**config.mk**
```make
export PLATFORM = sky130hd
export DESIGN_NAME = mem_arbiter_flat
export DESIGN_NICKNAME = d
export VERILOG_FILES = /design/src/rtl/mem_arbiter_pkg.sv /design/src/rtl/mem_arbiter_if.sv /design/src/rtl/mem_arbiter.sv /design/src/flat_wrapper.sv
export SDC_FILE = /design/constraint.sdc
export NUM_CORES = 1
export LEC_CHECK = 0
export CAP_MARGIN = 0
export CELL_PAD_IN_SITES_DETAIL_PLACEMENT = 1
export CELL_PAD_IN_SITES_GLOBAL_PLACEMENT = 2
export CORE_MARGIN = 2
export CORE_UTILIZATION = 18
export CTS_CLUSTER_DIAMETER = 200
export DETAILED_ROUTE_END_ITERATION = 6
export GPL_TIMING_DRIVEN = 0
export PLACE_DENSITY = 0.76
export SETUP_SLACK_MARGIN = 0.15
export SLEW_MARGIN = 30
export SYNTH_ARGS = -nofsm -noshare
export SYNTH_HDL_FRONTEND = slang
export SYNTH_SLANG_ARGS = --single-unit
```
**constraint.sdc**
```tcl
create_clock -name clk -period 1.72 [get_ports clk]
set_input_delay 0.172 -clock clk [delete_from_list [all_inputs] [get_ports clk]]
set_output_delay 0.172 -clock clk [all_outputs]
set_load 0.05 [all_outputs]
```
**src/rtl/mem_arbiter_pkg.sv**
```systemverilog
// Shared definitions for the instruction/data memory arbiter:
// FSM state encoding, access size codes and small helper functions.
package mem_arbiter_pkg;

    typedef enum logic [1:0] {
        ST_IDLE  = 2'b00,
        ST_INST  = 2'b01,
        ST_DATA  = 2'b10,
        ST_DRAIN = 2'b11
    } arb_state_e;

    localparam logic [1:0] SZ_BYTE = 2'b01;
    localparam logic [1:0] SZ_HALF = 2'b10;
    localparam logic [1:0] SZ_WORD = 2'b11;

    // Width of a counter that must hold values 0..limit (at least 1 bit).
    function automatic int unsigned cnt_width(input int unsigned limit);
        if (limit < 1) begin
            return 1;
        end
        return $clog2(limit + 1);
    endfunction

    // Zero-extend load data according to the access size.
    function automatic logic [31:0] zext_load(input logic [31:0] data,
                                              input logic [1:0]  sz);
        logic [31:0] res;
        case (sz)
            SZ_BYTE: res = {24'h000000, data[7:0]};
            SZ_HALF: res = {16'h0000, data[15:0]};
            default: res = data;
        endcase
        return res;
    endfunction

endpackage

```
**src/rtl/mem_arbiter_if.sv**
```systemverilog
// Bus bundle between the fetch unit, the load/store unit, the arbiter and
// the byte-serial memory controller. The slave modport is the arbiter's view.
interface mem_arbiter_if;

    logic        flush;
    logic        if_req;
    logic [31:0] if_addr;
    logic        if_done;
    logic [31:0] if_rdata;

    logic        ls_req;
    logic        ls_wr;
    logic [31:0] ls_addr;
    logic [31:0] ls_wdata;
    logic [1:0]  ls_size;
    logic        ls_done;
    logic [31:0] ls_rdata;

    logic        mc_req;
    logic        mc_wr;
    logic [31:0] mc_addr;
    logic [31:0] mc_wdata;
    logic [1:0]  mc_size;
    logic        mc_done;
    logic [31:0] mc_rdata;

    logic        busy;

    modport slave (
        input  flush, if_req, if_addr,
        input  ls_req, ls_wr, ls_addr, ls_wdata, ls_size,
        input  mc_done, mc_rdata,
        output if_done, if_rdata, ls_done, ls_rdata,
        output mc_req, mc_wr, mc_addr, mc_wdata, mc_size,
        output busy
    );

    modport master (
        output flush, if_req, if_addr,
        output ls_req, ls_wr, ls_addr, ls_wdata, ls_size,
        output mc_done, mc_rdata,
        input  if_done, if_rdata, ls_done, ls_rdata,
        input  mc_req, mc_wr, mc_addr, mc_wdata, mc_size,
        input  busy
    );

endinterface

```
**src/rtl/mem_arbiter.sv**
```systemverilog
// Arbiter sharing one byte-serial memory controller between instruction
// fetch and load/store. Data has priority; a fetch in flight can be
// cancelled by flush (the access still drains), loads/stores never are.
// Optional macro STARVE_GUARD_EN adds a counter that forces a waiting
// fetch through after STARVE_LIMIT consecutive data grants.
module mem_arbiter
    import mem_arbiter_pkg::*;
#(
    parameter int unsigned STARVE_LIMIT = 4
) (
    input  logic         clk,
    input  logic         rst,
    mem_arbiter_if.slave bus
);

    if (STARVE_LIMIT == 0) begin : g_bad_limit
        $error("STARVE_LIMIT must be at least 1");
    end

    arb_state_e  state_q, state_d;
    logic        mc_req_q, mc_req_d;
    logic        mc_wr_q, mc_wr_d;
    logic [31:0] mc_addr_q, mc_addr_d;
    logic [31:0] mc_wdata_q, mc_wdata_d;
    logic [1:0]  mc_size_q, mc_size_d;
    logic        if_done_q, if_done_d;
    logic [31:0] if_rdata_q, if_rdata_d;
    logic        ls_done_q, ls_done_d;
    logic [31:0] ls_rdata_q, ls_rdata_d;

    logic        slot_open;
    logic        fetch_ok;
    logic        data_ok;
    logic        starved;
    logic        grant_inst;
    logic        grant_data;

    // Arbitration: a done cycle is a dead slot for both requesters so a
    // requester holding its req is never re-granted in its own done cycle,
    // and a continuously held ls_req still keeps strict priority.
    always_comb begin
        slot_open  = (state_q == ST_IDLE) && !if_done_q && !ls_done_q;
        fetch_ok   = slot_open && bus.if_req && !bus.flush;
        data_ok    = slot_open && bus.ls_req;
        grant_inst = fetch_ok && (!data_ok || starved);
        grant_data = data_ok && !grant_inst;
    end

`ifdef STARVE_GUARD_EN
    localparam int unsigned      CNT_W   = cnt_width(STARVE_LIMIT);
    localparam logic [CNT_W-1:0] CNT_MAX = CNT_W'(STARVE_LIMIT);

    logic [CNT_W-1:0] starve_cnt_q, starve_cnt_d;

    assign starved = (starve_cnt_q == CNT_MAX);

    // Count consecutive data grants while a fetch waits; saturate at the limit.
    always_comb begin
        starve_cnt_d = starve_cnt_q;
        if (!bus.if_req || grant_inst) begin
            starve_cnt_d = '0;
        end else if (grant_data && (starve_cnt_q != CNT_MAX)) begin
            starve_cnt_d = starve_cnt_q + CNT_W'(1);
        end
    end

    // Starvation counter register.
    always_ff @(posedge clk) begin
        if (rst) begin
            starve_cnt_q <= '0;
        end else begin
            starve_cnt_q <= starve_cnt_d;
        end
    end
`else
    assign starved = 1'b0;
`endif

    // Next-state and registered-output logic of the access FSM.
    always_comb begin
        state_d    = state_q;
        mc_req_d   = mc_req_q;
        mc_wr_d    = mc_wr_q;
        mc_addr_d  = mc_addr_q;
        mc_wdata_d = mc_wdata_q;
        mc_size_d  = mc_size_q;
        if_done_d  = 1'b0;
        if_rdata_d = if_rdata_q;
        ls_done_d  = 1'b0;
        ls_rdata_d = ls_rdata_q;

        case (state_q)
            ST_IDLE: begin
                if (grant_data) begin
                    state_d    = ST_DATA;
                    mc_req_d   = 1'b1;
                    mc_wr_d    = bus.ls_wr;
                    mc_addr_d  = bus.ls_addr;
                    mc_wdata_d = bus.ls_wdata;
                    mc_size_d  = bus.ls_size;
                end else if (grant_inst) begin
                    state_d    = ST_INST;
                    mc_req_d   = 1'b1;
                    mc_wr_d    = 1'b0;
                    mc_addr_d  = bus.if_addr;
                    mc_wdata_d = '0;
                    mc_size_d  = SZ_WORD;
                end
            end
            ST_DATA: begin
                if (bus.mc_done) begin
                    state_d   = ST_IDLE;
                    mc_req_d  = 1'b0;
                    ls_done_d = 1'b1;
                    if (!mc_wr_q) begin
                        ls_rdata_d = zext_load(bus.mc_rdata, mc_size_q);
                    end
                end
            end
            ST_INST: begin
                if (bus.mc_done) begin
                    state_d  = ST_IDLE;
                    mc_req_d = 1'b0;
                    if (!bus.flush) begin
                        if_done_d  = 1'b1;
                        if_rdata_d = bus.mc_rdata;
                    end
                end else if (bus.flush) begin
                    state_d = ST_DRAIN;
                end
            end
            ST_DRAIN: begin
                if (bus.mc_done) begin
                    state_d  = ST_IDLE;
                    mc_req_d = 1'b0;
                end
            end
            default: begin
                state_d  = ST_IDLE;
                mc_req_d = 1'b0;
            end
        endcase
    end

    // State and output registers; reset abandons any access silently.
    always_ff @(posedge clk) begin
        if (rst) begin
            state_q    <= ST_IDLE;
            mc_req_q   <= 1'b0;
            mc_wr_q    <= 1'b0;
            mc_addr_q  <= '0;
            mc_wdata_q <= '0;
            mc_size_q  <= '0;
            if_done_q  <= 1'b0;
            if_rdata_q <= '0;
            ls_done_q  <= 1'b0;
            ls_rdata_q <= '0;
        end else begin
            state_q    <= state_d;
            mc_req_q   <= mc_req_d;
            mc_wr_q    <= mc_wr_d;
            mc_addr_q  <= mc_addr_d;
            mc_wdata_q <= mc_wdata_d;
            mc_size_q  <= mc_size_d;
            if_done_q  <= if_done_d;
            if_rdata_q <= if_rdata_d;
            ls_done_q  <= ls_done_d;
            ls_rdata_q <= ls_rdata_d;
        end
    end

    assign bus.mc_req   = mc_req_q;
    assign bus.mc_wr    = mc_wr_q;
    assign bus.mc_addr  = mc_addr_q;
    assign bus.mc_wdata = mc_wdata_q;
    assign bus.mc_size  = mc_size_q;
    assign bus.if_done  = if_done_q;
    assign bus.if_rdata = if_rdata_q;
    assign bus.ls_done  = ls_done_q;
    assign bus.ls_rdata = ls_rdata_q;
    assign bus.busy     = (state_q != ST_IDLE);

endmodule

```
**src/flat_wrapper.sv**
```systemverilog
// flat-port wrapper written by rule: the top's interface ports become plain ports
module mem_arbiter_flat import mem_arbiter_pkg::*;
#(
    parameter int unsigned STARVE_LIMIT = 4
)
  (clk, rst, bus_flush, bus_if_req, bus_if_addr, bus_ls_req, bus_ls_wr, bus_ls_addr, bus_ls_wdata, bus_ls_size, bus_mc_done, bus_mc_rdata, bus_if_done, bus_if_rdata, bus_ls_done, bus_ls_rdata, bus_mc_req, bus_mc_wr, bus_mc_addr, bus_mc_wdata, bus_mc_size, bus_busy);
  mem_arbiter_if bus_i ();
  input  logic clk;
  input  logic rst;
  input wire logic [$bits(bus_i.flush)-1:0] bus_flush;
  input wire logic [$bits(bus_i.if_req)-1:0] bus_if_req;
  input wire logic [$bits(bus_i.if_addr)-1:0] bus_if_addr;
  input wire logic [$bits(bus_i.ls_req)-1:0] bus_ls_req;
  input wire logic [$bits(bus_i.ls_wr)-1:0] bus_ls_wr;
  input wire logic [$bits(bus_i.ls_addr)-1:0] bus_ls_addr;
  input wire logic [$bits(bus_i.ls_wdata)-1:0] bus_ls_wdata;
  input wire logic [$bits(bus_i.ls_size)-1:0] bus_ls_size;
  input wire logic [$bits(bus_i.mc_done)-1:0] bus_mc_done;
  input wire logic [$bits(bus_i.mc_rdata)-1:0] bus_mc_rdata;
  output wire logic [$bits(bus_i.if_done)-1:0] bus_if_done;
  output wire logic [$bits(bus_i.if_rdata)-1:0] bus_if_rdata;
  output wire logic [$bits(bus_i.ls_done)-1:0] bus_ls_done;
  output wire logic [$bits(bus_i.ls_rdata)-1:0] bus_ls_rdata;
  output wire logic [$bits(bus_i.mc_req)-1:0] bus_mc_req;
  output wire logic [$bits(bus_i.mc_wr)-1:0] bus_mc_wr;
  output wire logic [$bits(bus_i.mc_addr)-1:0] bus_mc_addr;
  output wire logic [$bits(bus_i.mc_wdata)-1:0] bus_mc_wdata;
  output wire logic [$bits(bus_i.mc_size)-1:0] bus_mc_size;
  output wire logic [$bits(bus_i.busy)-1:0] bus_busy;
  assign bus_i.flush = bus_flush;
  assign bus_i.if_req = bus_if_req;
  assign bus_i.if_addr = bus_if_addr;
  assign bus_i.ls_req = bus_ls_req;
  assign bus_i.ls_wr = bus_ls_wr;
  assign bus_i.ls_addr = bus_ls_addr;
  assign bus_i.ls_wdata = bus_ls_wdata;
  assign bus_i.ls_size = bus_ls_size;
  assign bus_i.mc_done = bus_mc_done;
  assign bus_i.mc_rdata = bus_mc_rdata;
  assign bus_if_done = bus_i.if_done;
  assign bus_if_rdata = bus_i.if_rdata;
  assign bus_ls_done = bus_i.ls_done;
  assign bus_ls_rdata = bus_i.ls_rdata;
  assign bus_mc_req = bus_i.mc_req;
  assign bus_mc_wr = bus_i.mc_wr;
  assign bus_mc_addr = bus_i.mc_addr;
  assign bus_mc_wdata = bus_i.mc_wdata;
  assign bus_mc_size = bus_i.mc_size;
  assign bus_busy = bus_i.busy;
  mem_arbiter #(.STARVE_LIMIT(STARVE_LIMIT)) u_core (.clk(clk), .rst(rst), .bus(bus_i));
endmodule
```
==> results of run 1 <==
[area by class of cell]
type                    count  share of cell area
plain buffers              46              0.0509
clock buffers              19              0.0465
clock inverters            13              0.0169
inverters                   3             0.00167
multi-input cells         351               0.261
flip-flops and latches    136               0.280
well taps                 335              0.0429
repair buffers            300               0.299
[stage by stage]
stage / total power (W) / area (sq um)
5_1_grt: 0.0108 / 9760
6_report: 0.0103 / 9760
2_1_floorplan: 0.00510 / 4910
3_5_place_dp: 0.00618 / 8040
3_3_place_gp: 0.00616 / 8030
4_1_cts: 0.0103 / 8930
[worst max-delay path: cells and delay by family (launching register included)]
family | cells | cell delay (ns)
buf+inv | 2 | 0.30
flops | 1 | 0.32
simple gates | 4 | 1.10
[per-layer routing]
metal / track usage / wire (microns) / vias to the layer above
met2: 0.259 / 10900 / 138
met1: 0.183 / 9190 / 2575
met3: 0.0373 / 1250 / 12
li1: - / - / 2519
met4: 0.0457 / 210 / 0
met5: 0 / 0 / -
[cells by family after synthesis]
| family | share of synthesized area |
|---|---|
| DFF | 0.567 |
| and+or+nand+nor | 0.195 |
| AOI/OAI and AO/OA | 0.182 |
| adders and majority gates | 0.00261 |
| buffers and inverters | 0.0534 |
[power breakdown]
part | internal, W | switching (W)
Combinational | 0.00113 | 0.00171
Sequential | 0.00340 | 0.000151
Clock | 0.00239 | 0.00157
[flip-flops by register name, indices dropped and copies added, names as in the netlist]
signal	cells
u_core.bus.mc_wdata	32
u_core.bus.if_done	1
u_core.bus.mc_req	1
u_core.bus.if_rdata	32
u_core.bus.mc_wr	1
u_core.bus.mc_size	2
u_core.bus.ls_done	1
u_core.state_q	2
u_core.bus.ls_rdata	32
u_core.bus.mc_addr	32
[cell usage in the layout, fill, tap and decap left out, types with 3 or more instances in the layout]
| cell | count |
|---|---|
| sky130_fd_sc_hd__clkdlybuf4s50_1 | 135 |
| sky130_fd_sc_hd__nand2_4 | 51 |
| sky130_fd_sc_hd__buf_4 | 11 |
| sky130_fd_sc_hd__dfxtp_2 | 3 |
| sky130_fd_sc_hd__clkbuf_4 | 4 |
| sky130_fd_sc_hd__buf_12 | 11 |
| sky130_fd_sc_hd__dfxtp_1 | 130 |
| sky130_fd_sc_hd__clkbuf_16 | 21 |
| sky130_fd_sc_hd__o22ai_2 | 3 |
| sky130_fd_sc_hd__nor2_2 | 19 |
| sky130_fd_sc_hd__a21oi_2 | 52 |
| sky130_fd_sc_hd__nand3_1 | 24 |
| sky130_fd_sc_hd__a22o_1 | 33 |
| sky130_fd_sc_hd__o22ai_1 | 31 |
| sky130_fd_sc_hd__inv_6 | 5 |
| sky130_fd_sc_hd__nand2_2 | 10 |
| sky130_fd_sc_hd__buf_6 | 23 |
| sky130_fd_sc_hd__dfxtp_4 | 3 |
| sky130_fd_sc_hd__bufinv_16 | 3 |
| sky130_fd_sc_hd__buf_8 | 7 |
| sky130_fd_sc_hd__dlygate4sd2_1 | 132 |
| sky130_fd_sc_hd__nor2_1 | 19 |
| sky130_fd_sc_hd__a21oi_1 | 13 |
| sky130_fd_sc_hd__clkbuf_2 | 3 |
| sky130_fd_sc_hd__nor3_1 | 32 |
| sky130_fd_sc_hd__nand2_1 | 44 |
| sky130_fd_sc_hd__clkbuf_1 | 12 |
| sky130_fd_sc_hd__clkinvlp_4 | 4 |
[path summary, 6_finish.rpt]
path	end	slack, ns
worst max-delay path	u_core.bus.mc_addr[7]$_SDFFE_PP0P_	-0.14
worst min-delay path	u_core.bus.if_rdata[20]$_SDFFE_PP0P_	0.34
worst max register to register	u_core.bus.mc_addr[7]$_SDFFE_PP0P_	-0.14
worst min register to register	u_core.bus.if_rdata[9]$_SDFFE_PP0P_	0.46
[repair_timing]
| action | in CTS | in global routing |
|---|---|---|
| setup endpoints to repair | 267 | 131 |
| cloned | 7 | 2 |
| gates resized for setup | 217 | 207 |
| buffers inserted | 16 | 5 |
| pin swaps | 20 | 67 |
==> results.md, run 1 <==
- The data arrival time of the critical path is 2.14 ns.
- The final number of max-transition violations is 0.
- Setup slack on the critical path of the routed design comes to -0.137 ns.
- Setup repair after global routing could not meet its margin everywhere.
- The proportion of synthesized flip-flops having asynchronous set or reset is 0.
- The detailed router finished its first iteration with 164 violations.
- The placed wire-length estimate is approximately 15000 microns.
- The first element of the critical path is u_core.bus.ls_done$_SDFF_PP0_.
- Ranked by total cell area, the synthesized netlist is headed by sky130_fd_sc_hd__dfxtp_1, sky130_fd_sc_hd__nand2_1, sky130_fd_sc_hd__a21oi_1.
- The endpoint required time on the critical path is around 2.0 ns.
- The setup TNS is -6.08 ns.
- The number of nets still failing antenna checks after routing is 0.
- The via count normalized by instance count is between 4 and 5.
- The top-level I/O count is 272.
- The number of flip-flops and latches in the synthesized netlist is 136.
- The sequential cells in the finished layout cover a total of 2740 sq um.
- Counting instances, the worst hold path has a depth of 3.
- Summing over every cut layer, the via total after detailed routing is 5244.
- Of the post-synthesis cell area, the dominant cell type holds 0.567.
- The synthesized netlist occupies a cell area of 4800 sq um.
- In this run the number of H-tree levels came out at 4.
- The path type of the worst min-delay path is input port to flop.
- Between clock sinks in the finished design, the worst skew comes to 0.0100 ns.
- The worst setup path is captured at a flop.
- The hold violation count in the final report came to 0.
- The share of layout cells above drive strength 1 is 0.294.
- In the synthesized netlist, the cells that appear most often are sky130_fd_sc_hd__dfxtp_1, sky130_fd_sc_hd__nand2_1, sky130_fd_sc_hd__a21oi_1.
- The checks that failed: DRC, setup timing.
- The max-slew headroom at the worst pin is 0.466.
- The total wire length is 21500 microns.
- The synthesized design spends more area on one cell type than any other, namely sky130_fd_sc_hd__dfxtp_1.
- Measured along the x axis, the die boundary spans about 170 microns.
- Yosys instantiated no cell more often than sky130_fd_sc_hd__dfxtp_1.
- Synthesis produced 536 cells.
- The floorplan step set the die height to around 170 microns.
- The starting density of the core is 0.184.
- Based on the critical path, the design can be clocked at up to 539 MHz.
- The number of diodes added for antenna fixing is 0.
- For this run, the register share of the synthesized area comes to 0.567.
- The transition at the pin with the smallest max-transition slack is about 0.8 ns.
- Summed over all cells, the static leakage comes to 4.08 nW.
- The tool flagged a number of max-cap violations equal to 0.
- The layout has 2977 filler cells.
- The share of the clock period used by the worst path is 1.08.
- The count of flip-flops with a built-in enable after synthesis is 0.
- Setup violations remaining at the end of the flow were counted as 67.
- Hold is met by 0.341 ns.
- No sink is reached through more buffers than the 2 on the longest clock path.
- For this run, the number of Yosys warnings is 0.
- The leading register cell type out of synthesis is sky130_fd_sc_hd__dfxtp_1.
- The non-filler instance count after layout is roughly 1200.
- For this run, the detailed router's first-pass iteration total came to 6.
- The worst slack after detailed placement is -0.608 ns.
- The flow ran to the end, but the final reports show violations.
- The total area inside the core boundary comes to ~26000 sq um.
- The count of buffers added on input and output ports is 270.
- In the final design database the tool counted roughly 1000 nets.
- The die covers around 28000 sq um.
- The maximum number of pins on one net before global-route repair is 17.
- The quantity of hold-fixing buffers added after cts is 0.
- The start point of the worst min-delay path is bus_mc_rdata[20].
- The largest fanout on the critical path is 6.
- The initial antenna violation count is 0.
- The maximum ir drop on the vdd rail is ~0.55 mV.
- The post-detailed-route wirelength per cell is 17.9 microns.
- In this design, the stage delay of the slowest critical-path cell is 0.57 ns.
- The total DRC errors in the routed layout is 17.
- For the worst-skew pair, the clock arrives at the later sink with an insertion delay of around 0.42 ns.
- Row generation in the floorplan step produced 59 rows.
- From synthesis to final layout, the design area changed by 103%.
- Among all stages on the critical path, the largest delay is contributed by sky130_fd_sc_hd__or4_4.
- Counting distinct cell types in the post-synthesis netlist gives 29.
- The power density of the placed cells is 1060 nW/um^2.
- The signal on the critical path passes through or4_4 -> or3_4 -> buf_6 -> clkbuf_16 -> nor2_1 -> nor3_1.
- The weighted congestion at the end of routability-driven global placement is between 0.7 and 0.8.
- Clock-pin slew was measured on the worst setup and hold paths at ~0.07 ns.
- The tree is rooted in a sky130_fd_sc_hd__clkbuf_16.
- Summed over all layers, the global routing overflow is 0.
- In this run the mean area of a mapped cell was 8.96 sq um.
- The TritonCTS sink count is 136.
- The number of placed instances, taps included, is 1141.
- The worst setup path is of the flop to flop kind.
- The area taken by multi-input logic gates is around 2600 sq um.
- The smallest clock period supported by the final layout is computed as 1.86 ns.
- The clock tree from TritonCTS is built.
- Counting every net in the synthesized netlist gives 674.
- Buffers inserted during clock tree synthesis total 17.
- The number of global-route vias before repair is approximately 5500.
- The final design utilization is 0.374.
- Counting cells, the worst reg-to-reg path comes to 6.
- The worst setup path is launched from a flop.
- The first global-routing pass estimated 32100 microns of wire.
- The worst register-to-register path begins at u_core.bus.ls_done$_SDFF_PP0_.
- For this run, the total global-route usage over all layers was measured as 0.150.
Note: power is estimated with default switching activity, not from simulation.
==> run 2: changes to the inputs <==
==> constraint.sdc (replaced) <==
create_clock -name clk -period 1.5 [get_ports clk]
set_input_delay 0.15 -clock clk [delete_from_list [all_inputs] [get_ports clk]]
set_output_delay 0.15 -clock clk [all_outputs]
set_load 0.05 [all_outputs]
==> run 2 against run 1 <==
Hold slack got worse by 0.024 ns. Cell count about the same. The run still ends with DRC, setup timing left. Wire length increased by 1.3%. Power increased by 19%. Count of clock-buffer cells in the layout decreased by 1. Register-to-register slack got worse by 0.23 ns. Critical path type unchanged. First-iteration DRC count decreased by 5.5%.
==> results.md, run 2 (synthesis gave the netlist of run 1 again) <==
- The flow ran to the end, but the final reports show violations.
- The checks that failed: DRC, setup timing.
- The final-layout worst hold slack is between 0.3 and 0.4 ns.
- The combinational power share is 0.270.
- The clock-pin slew on the worst setup and hold paths is 0.06 ns.
- After detailed routing, the average wire length per cell comes to ~18 microns.
- The overall global routing resource usage is 0.144.
- The detailed router placed 5253 vias in this run.
- The total congestion overflow after global routing is 0.
- On the final layout, the worst clock skew is 0.00631 ns.
- The top-level I/O count is ~270.
- The buffer type at the clock tree root is sky130_fd_sc_hd__clkbuf_16.
- The clock tree from TritonCTS is built.
- The data arrival time of the critical path is 2.15 ns.
- The transition at the pin with the smallest max-transition slack is 0.823 ns.
- The type of destination of the critical path is a flop.
- The placed wire-length estimate is 14800 microns.
- The clock network power share is 0.399.
- The power dissipated by switching net loads is 0.00393 W.
- The routed design has around 22000 microns of wire.
- Measured on the finished design, the core utilization comes to 0.380.
- After detailed routing, the wire length on met1 is 9420 microns.
- The area growth from synthesis to layout is 107%.
- The first-pass detailed-route iteration total is 6.
- The sequential cells in the finished layout cover a total of 2740 sq um.
- Setup violations remaining at the end of the flow were counted as 118.
- The hold violation count in the final report is 0.
- The library cells used most frequently in the layout, excluding fill and tap cells, are sky130_fd_sc_hd__clkdlybuf4s50_1, sky130_fd_sc_hd__dfxtp_1, sky130_fd_sc_hd__a21oi_2.
- For this run, the post-layout net count is just under 1000.
- Setup repair after global routing could not meet its margin everywhere.
- Dividing the final minimum period by the clock period gives 1.25.
- The placed instances occupy a cell area of 8100 sq um.
- The type of the setup path with the least slack is flop to flop.
- In this run the number of H-tree levels came out at 4.
- The area taken by multi-input logic gates is 2720 sq um.
- The sequential share of power is 0.332.
- The clock period minus worst slack is 1.87 ns.
- The quantity of hold-fixing buffers added after cts is 0.
- The count of buffers inserted at the top-level ports is 270.
- Data on the critical path is required at its endpoint by 1.78 ns.
- The power density of the placed cells is 1240 nW/um^2.
- The weighted congestion at the end of routability-driven global placement is 0.711.
- The clock passes through at most 2 buffers.
- The initial utilization of the core area, before any placement, comes to 0.184.
- Detailed routing placed a total of 1240 microns of wire on met3.
- The maximum ir drop on the vdd rail is ~0.5 mV.
- STA classifies the critical path startpoint as a flop.
- The number of global-route vias before repair is 5329.
- The die boundary width is approximately 170 microns.
- The uppermost layer routed is met4.
- The initial antenna violation count is 0.
- Of all nets on the critical path, the largest fanout is 10.
- The clock net in this run drives a total of 136 sinks.
- The number of clock buffers inserted by TritonCTS is 17.
- The max-cap check violation count is 0.
- The core region is 26100 sq um.
- In this run the vertical extent of the chip is 167 microns.
- In this run the remaining antenna-violating nets after routing total 0.
- The share of layout cells above drive strength 1 is 0.482.
- Entering global routing, the biggest net connects 17 pins.
- The internal power is 0.00838 W.
- The via count normalized by instance count is 4.37.
- The repair_antennas step left the layout with diodes totalling 0.
- The amount of wire on met2 after detailed routing is 10800 microns.
- The max-slew headroom at the worst pin is 0.451.
- The number of DRC violations after detailed-routing iteration 0 is roughly 160.
- The clock reaches the later pin of the worst-skew pair after 0.42 ns.
- The final number of max-transition violations is 0.
- After detailed routing, the number of remaining DRC violations is 17.
- The commonest non-fill, non-tap cell in the layout is sky130_fd_sc_hd__clkdlybuf4s50_1.
- The path type of the worst min-delay path is input port to flop.
- In this run the static leakage power is 3.73 nW.
- The switching power as a share of total power is 0.319.
- The timing-limited maximum frequency is 535 MHz.
- The filler cells instantiated in the layout total approximately 2900.
- After layout, the worst setup slack is -0.368 ns.
- The first global-routing pass estimated 30900 microns of wire.
- After floorplanning, the core was divided into 59 placement rows.
- The area of the die is 28000 sq um.
- Once layout is done, the placed cells without fillers occupy between 9000 and 10000 sq um.
==> run 2: final timing paths <==
kind / slack, ns / from / cells past startpoint / to
worst max-delay path: -0.37 / u_core.bus.if_done$_SDFF_PP0_ / 6 / u_core.bus.mc_addr[23]$_SDFFE_PP0P_
worst min-delay path: 0.32 / bus_if_addr[28] / 3 / u_core.bus.mc_addr[28]$_SDFFE_PP0P_
worst max register to register: -0.37 / u_core.bus.if_done$_SDFF_PP0_ / 6 / u_core.bus.mc_addr[23]$_SDFFE_PP0P_
worst min register to register: 0.45 / u_core.bus.if_rdata[2]$_SDFFE_PP0P_ / 2 / u_core.bus.if_rdata[2]$_SDFFE_PP0P_
==> run 2: layout make-up <==
| class | instances | area share |
|---|---|---|
| tap | 335 | 0.0422 |
| timing repair buffer | 298 | 0.283 |
| sequential | 136 | 0.276 |
| clock buffer | 18 | 0.0432 |
| multi-input combinational | 352 | 0.274 |
| clock inverter | 14 | 0.0246 |
| inverter | 3 | 0.00164 |
| buffer | 46 | 0.0548 |
==> run 2: repair_timing <==
| item | 4_1_cts | 5_1_grt |
|---|---|---|
| buffers inserted | 14 | 4 |
| hold endpoints to repair | 0 | 0 |
| gates resized for setup | 473 | 366 |
| cloned | 3 | 8 |
| setup endpoints to repair | 271 | 155 |
| pin swaps | 6 | 84 |
==> run 2: power groups by stage <==
stage | Clock, W | Combinational (W) | Sequential, W
after global placement | 0 | 0.00297 | 0.00412
final | 0.00491 | 0.00332 | 0.00408
after global routing | 0.00520 | 0.00351 | 0.00412
after detailed placement | 0 | 0.00298 | 0.00413
after CTS | 0.00506 | 0.00313 | 0.00406
after floorplan | 0 | 0.000824 | 0.00506
==> run 2: critical path: stages, from the launching register on <==
cell and delay, ns:
sky130_fd_sc_hd__dfxtp_4 0.34, sky130_fd_sc_hd__or4_4 0.57, sky130_fd_sc_hd__or3_4 0.39, sky130_fd_sc_hd__buf_6 0.14, sky130_fd_sc_hd__buf_6 0.14, sky130_fd_sc_hd__nor2_1 0.11
sky130_fd_sc_hd__nor3_1 0.05
==> run 2: routing by layer <==
| layer | track usage | up-vias |
|---|---|---|
| li1 | - | 2519 |
| met1 | 0.177 | 2566 |
| met2 | 0.245 | 150 |
| met3 | 0.0416 | 18 |
| met4 | 0.0397 | 0 |
| met5 | 0 | - |
==> run 2: stage by stage <==
step           TNS (ns)  cells  power (W)  worst slack (ns)
6_report         -26.52   1202     0.0123            -0.368
5_1_grt          -33.81   1202     0.0128            -0.417
4_1_cts          -23.84   1190     0.0123            -0.345
3_5_place_dp     -72.59   1141    0.00711            -0.792
3_3_place_gp     -72.03   1141    0.00710            -0.770
2_1_floorplan    -17.04    536    0.00588            -0.287
==> run 3: changes to the inputs <==
--- a/config.mk
+++ b/config.mk
@@ -9,13 +9,13 @@
 export CELL_PAD_IN_SITES_DETAIL_PLACEMENT = 1
 export CELL_PAD_IN_SITES_GLOBAL_PLACEMENT = 2
 export CORE_MARGIN = 2
-export CORE_UTILIZATION = 18
+export CORE_UTILIZATION = 21
 export CTS_CLUSTER_DIAMETER = 200
 export DETAILED_ROUTE_END_ITERATION = 6
 export GPL_TIMING_DRIVEN = 0
-export PLACE_DENSITY = 0.76
+export PLACE_DENSITY = 0.83
+export RECOVER_POWER = 25
 export SETUP_SLACK_MARGIN = 0.15
-export SLEW_MARGIN = 30
 export SYNTH_ARGS = -nofsm -noshare
 export SYNTH_HDL_FRONTEND = slang
 export SYNTH_SLANG_ARGS = --single-unit
==> constraint.sdc (replaced) <==
create_clock -name clk -period 2.1 [get_ports clk]
set_input_delay 0.21 -clock clk [delete_from_list [all_inputs] [get_ports clk]]
set_output_delay 0.21 -clock clk [all_outputs]
set_load 0.05 [all_outputs]
==> run 3 against run 2 <==
The flow now finishes without violations. Non-clock buffer count decreased by 25. Sequential share of layout area increased by 4.4 points. Sequential cell count unchanged. Hold slack improved by 0.060 ns. Sequential power decreased by 29%. First-iteration DRC count decreased by 8.4%. Via count decreased by 5.7%. Maximum frequency decreased by 1.8%. Global-route usage increased by 1.7 points. Count of clock-buffer cells in the layout unchanged. Wire length decreased by 12%. Critical path depth unchanged. Critical path type unchanged. Largest cell class unchanged.
==> results.md, run 3 (synthesis gave the netlist of run 1 again) <==
- The floorplan has 55 rows.
- Buffers placed on the I/O ports in this run total 270.
- STA puts the critical path data arrival time at 2.17 ns.
- The number of DRC violations after detailed-routing iteration 0 is 142.
- The total congestion overflow after global routing is 0.
- For this configuration, the core starts out at a cell density of 0.213.
- The final number of max-transition violations came to 0.
- In this run the number of H-tree levels came out at 4.
- The worst hold path belongs to the class input port to flop.
- For this run, design rule violations remaining after detail routing come to 0.
- The maximum clock path buffer count is 2.
- The static leakage is 3.18 nW.
- The relative area change from synthesis to final layout is 77.1%.
- The clock tree from TritonCTS is built.
- The worst hold path begins at bus_if_addr[5].
- STA classifies the critical path startpoint as a flop.
- The flow ran to the end, and the final reports show no timing, DRC or antenna violations.
- The commonest non-fill, non-tap cell in the layout is sky130_fd_sc_hd__clkdlybuf4s50_1.
- The type of destination of the critical path is a flop.
- The power density of the placed cells is 915 nW/um^2.
- The routing usage on met2 is 0.266.
- The startpoint identified for the worst register-to-register timing path is u_core.state_q[0]$_SDFFE_PP0P_.
- The count of buffering cells on the critical path with inverters included is 2.
- The endpoint required time on the critical path is between 2 and 2.5 ns.
- The routed design has 19100 microns of wire.
- The hold violation count in the final report is 0.
- The placed wire-length estimate is approximately 14000 microns.
- After clock tree synthesis, the flow added hold-fix buffers numbering 0.
- The first-pass detailed-route iteration total is 4.
- Walking the worst path, the cells encountered are or4_4 -> or3_1 -> buf_6 -> buf_6 -> nor2_1 -> nor3_1.
- The buffer type at the clock tree root is sky130_fd_sc_hd__clkbuf_16.
- The die is 155 microns wide.
- The weighted congestion at the end of routability-driven global placement is 0.747.
- The number of nets still failing antenna checks after routing is 0.
- In this run the worst setup path begins at u_core.state_q[0]$_SDFFE_PP0P_.
- Excluding fillers, the count of instances in the completed layout stands at 1126.
- The count of nets after finishing is 966.
- The timing-limited maximum frequency is 526 MHz.
- For this run, global-route usage on met1 was measured as 0.194.
- Dividing the detail-routed wire length by the instance count gives ~17 microns.
- The clock-pin slew on the worst setup and hold paths is approximately 0.06 ns.
- The worst setup slack for register-to-register paths is 0.20 ns.
- Setup repair after global routing could not meet its margin everywhere.
- The highest-delay cell along the critical path is sky130_fd_sc_hd__or4_4.
- The final-layout worst hold slack is 0.376 ns.
- The most used routing layer is met2.
- The top-level I/O count is 272.
- The die covers 24100 sq um.
- The first global-routing pass estimated 29700 microns of wire.
- The longest individual stage delay on the worst path is just under 0.6 ns.
- The maximum number of pins on one net before global-route repair is 17.
- The post-route worst setup slack is 0.198 ns.
- The number of clock buffers inserted by TritonCTS is 17.
- At the later pin of the worst-skew pair, clock insertion delay measures between 0.4 and 0.5 ns.
- The family with the most delay on the worst path is simple AND/OR/NAND/NOR gates.
- The TritonCTS sink count is 136.
- The height of the die is about 160 microns.
- The initial antenna violation count came to 0.
- The most numerous cell on the critical path is sky130_fd_sc_hd__buf_6.
- The largest fanout on the critical path is 10.
- The floorplan step defined a core boundary enclosing 22600 sq um.
- The share of the clock period used by the worst path is 0.906.
- The share of layout cells above drive strength 1 is 0.0904.
- Detailed routing inserted a total of 4952 vias.
- The worst pin sits at a relative slew slack of 0.605.
- The critical path in this run is classified as flop to flop.
- The clock arrives with 0.0132 ns of skew.
- The number of global-route vias before repair was around 5300.
- In the global route stage, overall resource usage came out at 0.160.
- The fraction of met3 tracks used by global routing is 0.0565.
- The number of antenna diodes in the final layout is 0.
- In the layout the commonest cells are sky130_fd_sc_hd__clkdlybuf4s50_1, sky130_fd_sc_hd__dfxtp_1, sky130_fd_sc_hd__nand2_1.
- The max-cap check violation count is 0.
- The placed instance count is 1091.
- The clock period could shrink to 1.90 ns.
- The maximum ir drop on the vdd rail is 0.386 mV.
- The worst slack after detailed placement is -0.481 ns.
- The setup violation total in the final timing report is 0.
- The via count normalized by instance count is 4.40.
- At the pin with the least slew margin, the transition time is 0.596 ns.
run 3: cell count changes in the layout (fill, tap and decap cells not counted), sizes merged:
cell,previous run,this run
dlygate4sd3,0,52
clkdlybuf4s50,135,217
buf,110,23
inv,6,5
bufinv,6,1
clkbuf,47,44
clkdlybuf4s15,62,0
clkinv,2,3
dlygate4sd2,0,1
clkinvlp,3,8
nor2,42,41
clkdlybuf4s18,8,0
run 3: per-stage QoR:
stage | TNS [ns] | power (W) | util | instance area [sq um]
2_1_floorplan | 0 | 0.00413 | - | 4800
3_3_place_gp | -13.58 | 0.00499 | 0.348 | 7860
3_5_place_dp | -13.95 | 0.00501 | 0.348 | 7860
4_1_cts | 0 | 0.00793 | 0.374 | 8440
5_1_grt | 0 | 0.00818 | 0.377 | 8510
6_report | 0 | 0.00779 | 0.377 | 8510
run 3: final cells by class:
cell class              count  area, sq um
fillers                  2596        14100
repair buffers            274         2730
flip-flops and latches    136         2720
multi-input cells         351         1860
clock buffers              18          429
well taps                 285          357
plain buffers              45          270
clock inverters            14          126
inverters                   3         11.3
run 3: timing repair:
action                                  in CTS  in global routing
cloned                                       0                  0
buffers inserted                             2                  2
resized for setup                            7                 30
endpoints found under the setup margin      75                 43
pin swaps                                    1                  3
run 3: path summary, 6_finish.rpt:
check	endpoint	cells after the start
max reg2reg	u_core.bus.mc_addr[11]$_SDFFE_PP0P_	6
min reg2reg	u_core.bus.ls_rdata[26]$_SDFFE_PP0P_	2
min	u_core.bus.mc_addr[5]$_SDFFE_PP0P_	3
max	u_core.bus.mc_addr[11]$_SDFFE_PP0P_	6
run 3: per-layer routing:
metal  share of wire  vias up
met3           0.067       18
li1                -     2448
met2            0.48      150
met1            0.44     2336
met4           0.018        0
met5               0        -
run 3: power breakdown:
part | internal (W) | switching [W] | total [W]
Combinational | 0.000788 | 0.00127 | 0.00206
Sequential | 0.00278 | 0.000106 | 0.00289
Clock | 0.00163 | 0.00121 | 0.00284
Total | 0.00520 | 0.00259 | 0.00779
run 3: worst reg2reg max path: stages, from the launching register on:
cell and delay [ns]:
sky130_fd_sc_hd__dfxtp_1 0.32, sky130_fd_sc_hd__or4_4 0.58, sky130_fd_sc_hd__or3_1 0.42, sky130_fd_sc_hd__buf_6 0.15, sky130_fd_sc_hd__buf_6 0.14, sky130_fd_sc_hd__nor2_1 0.09
sky130_fd_sc_hd__nor3_1 0.06
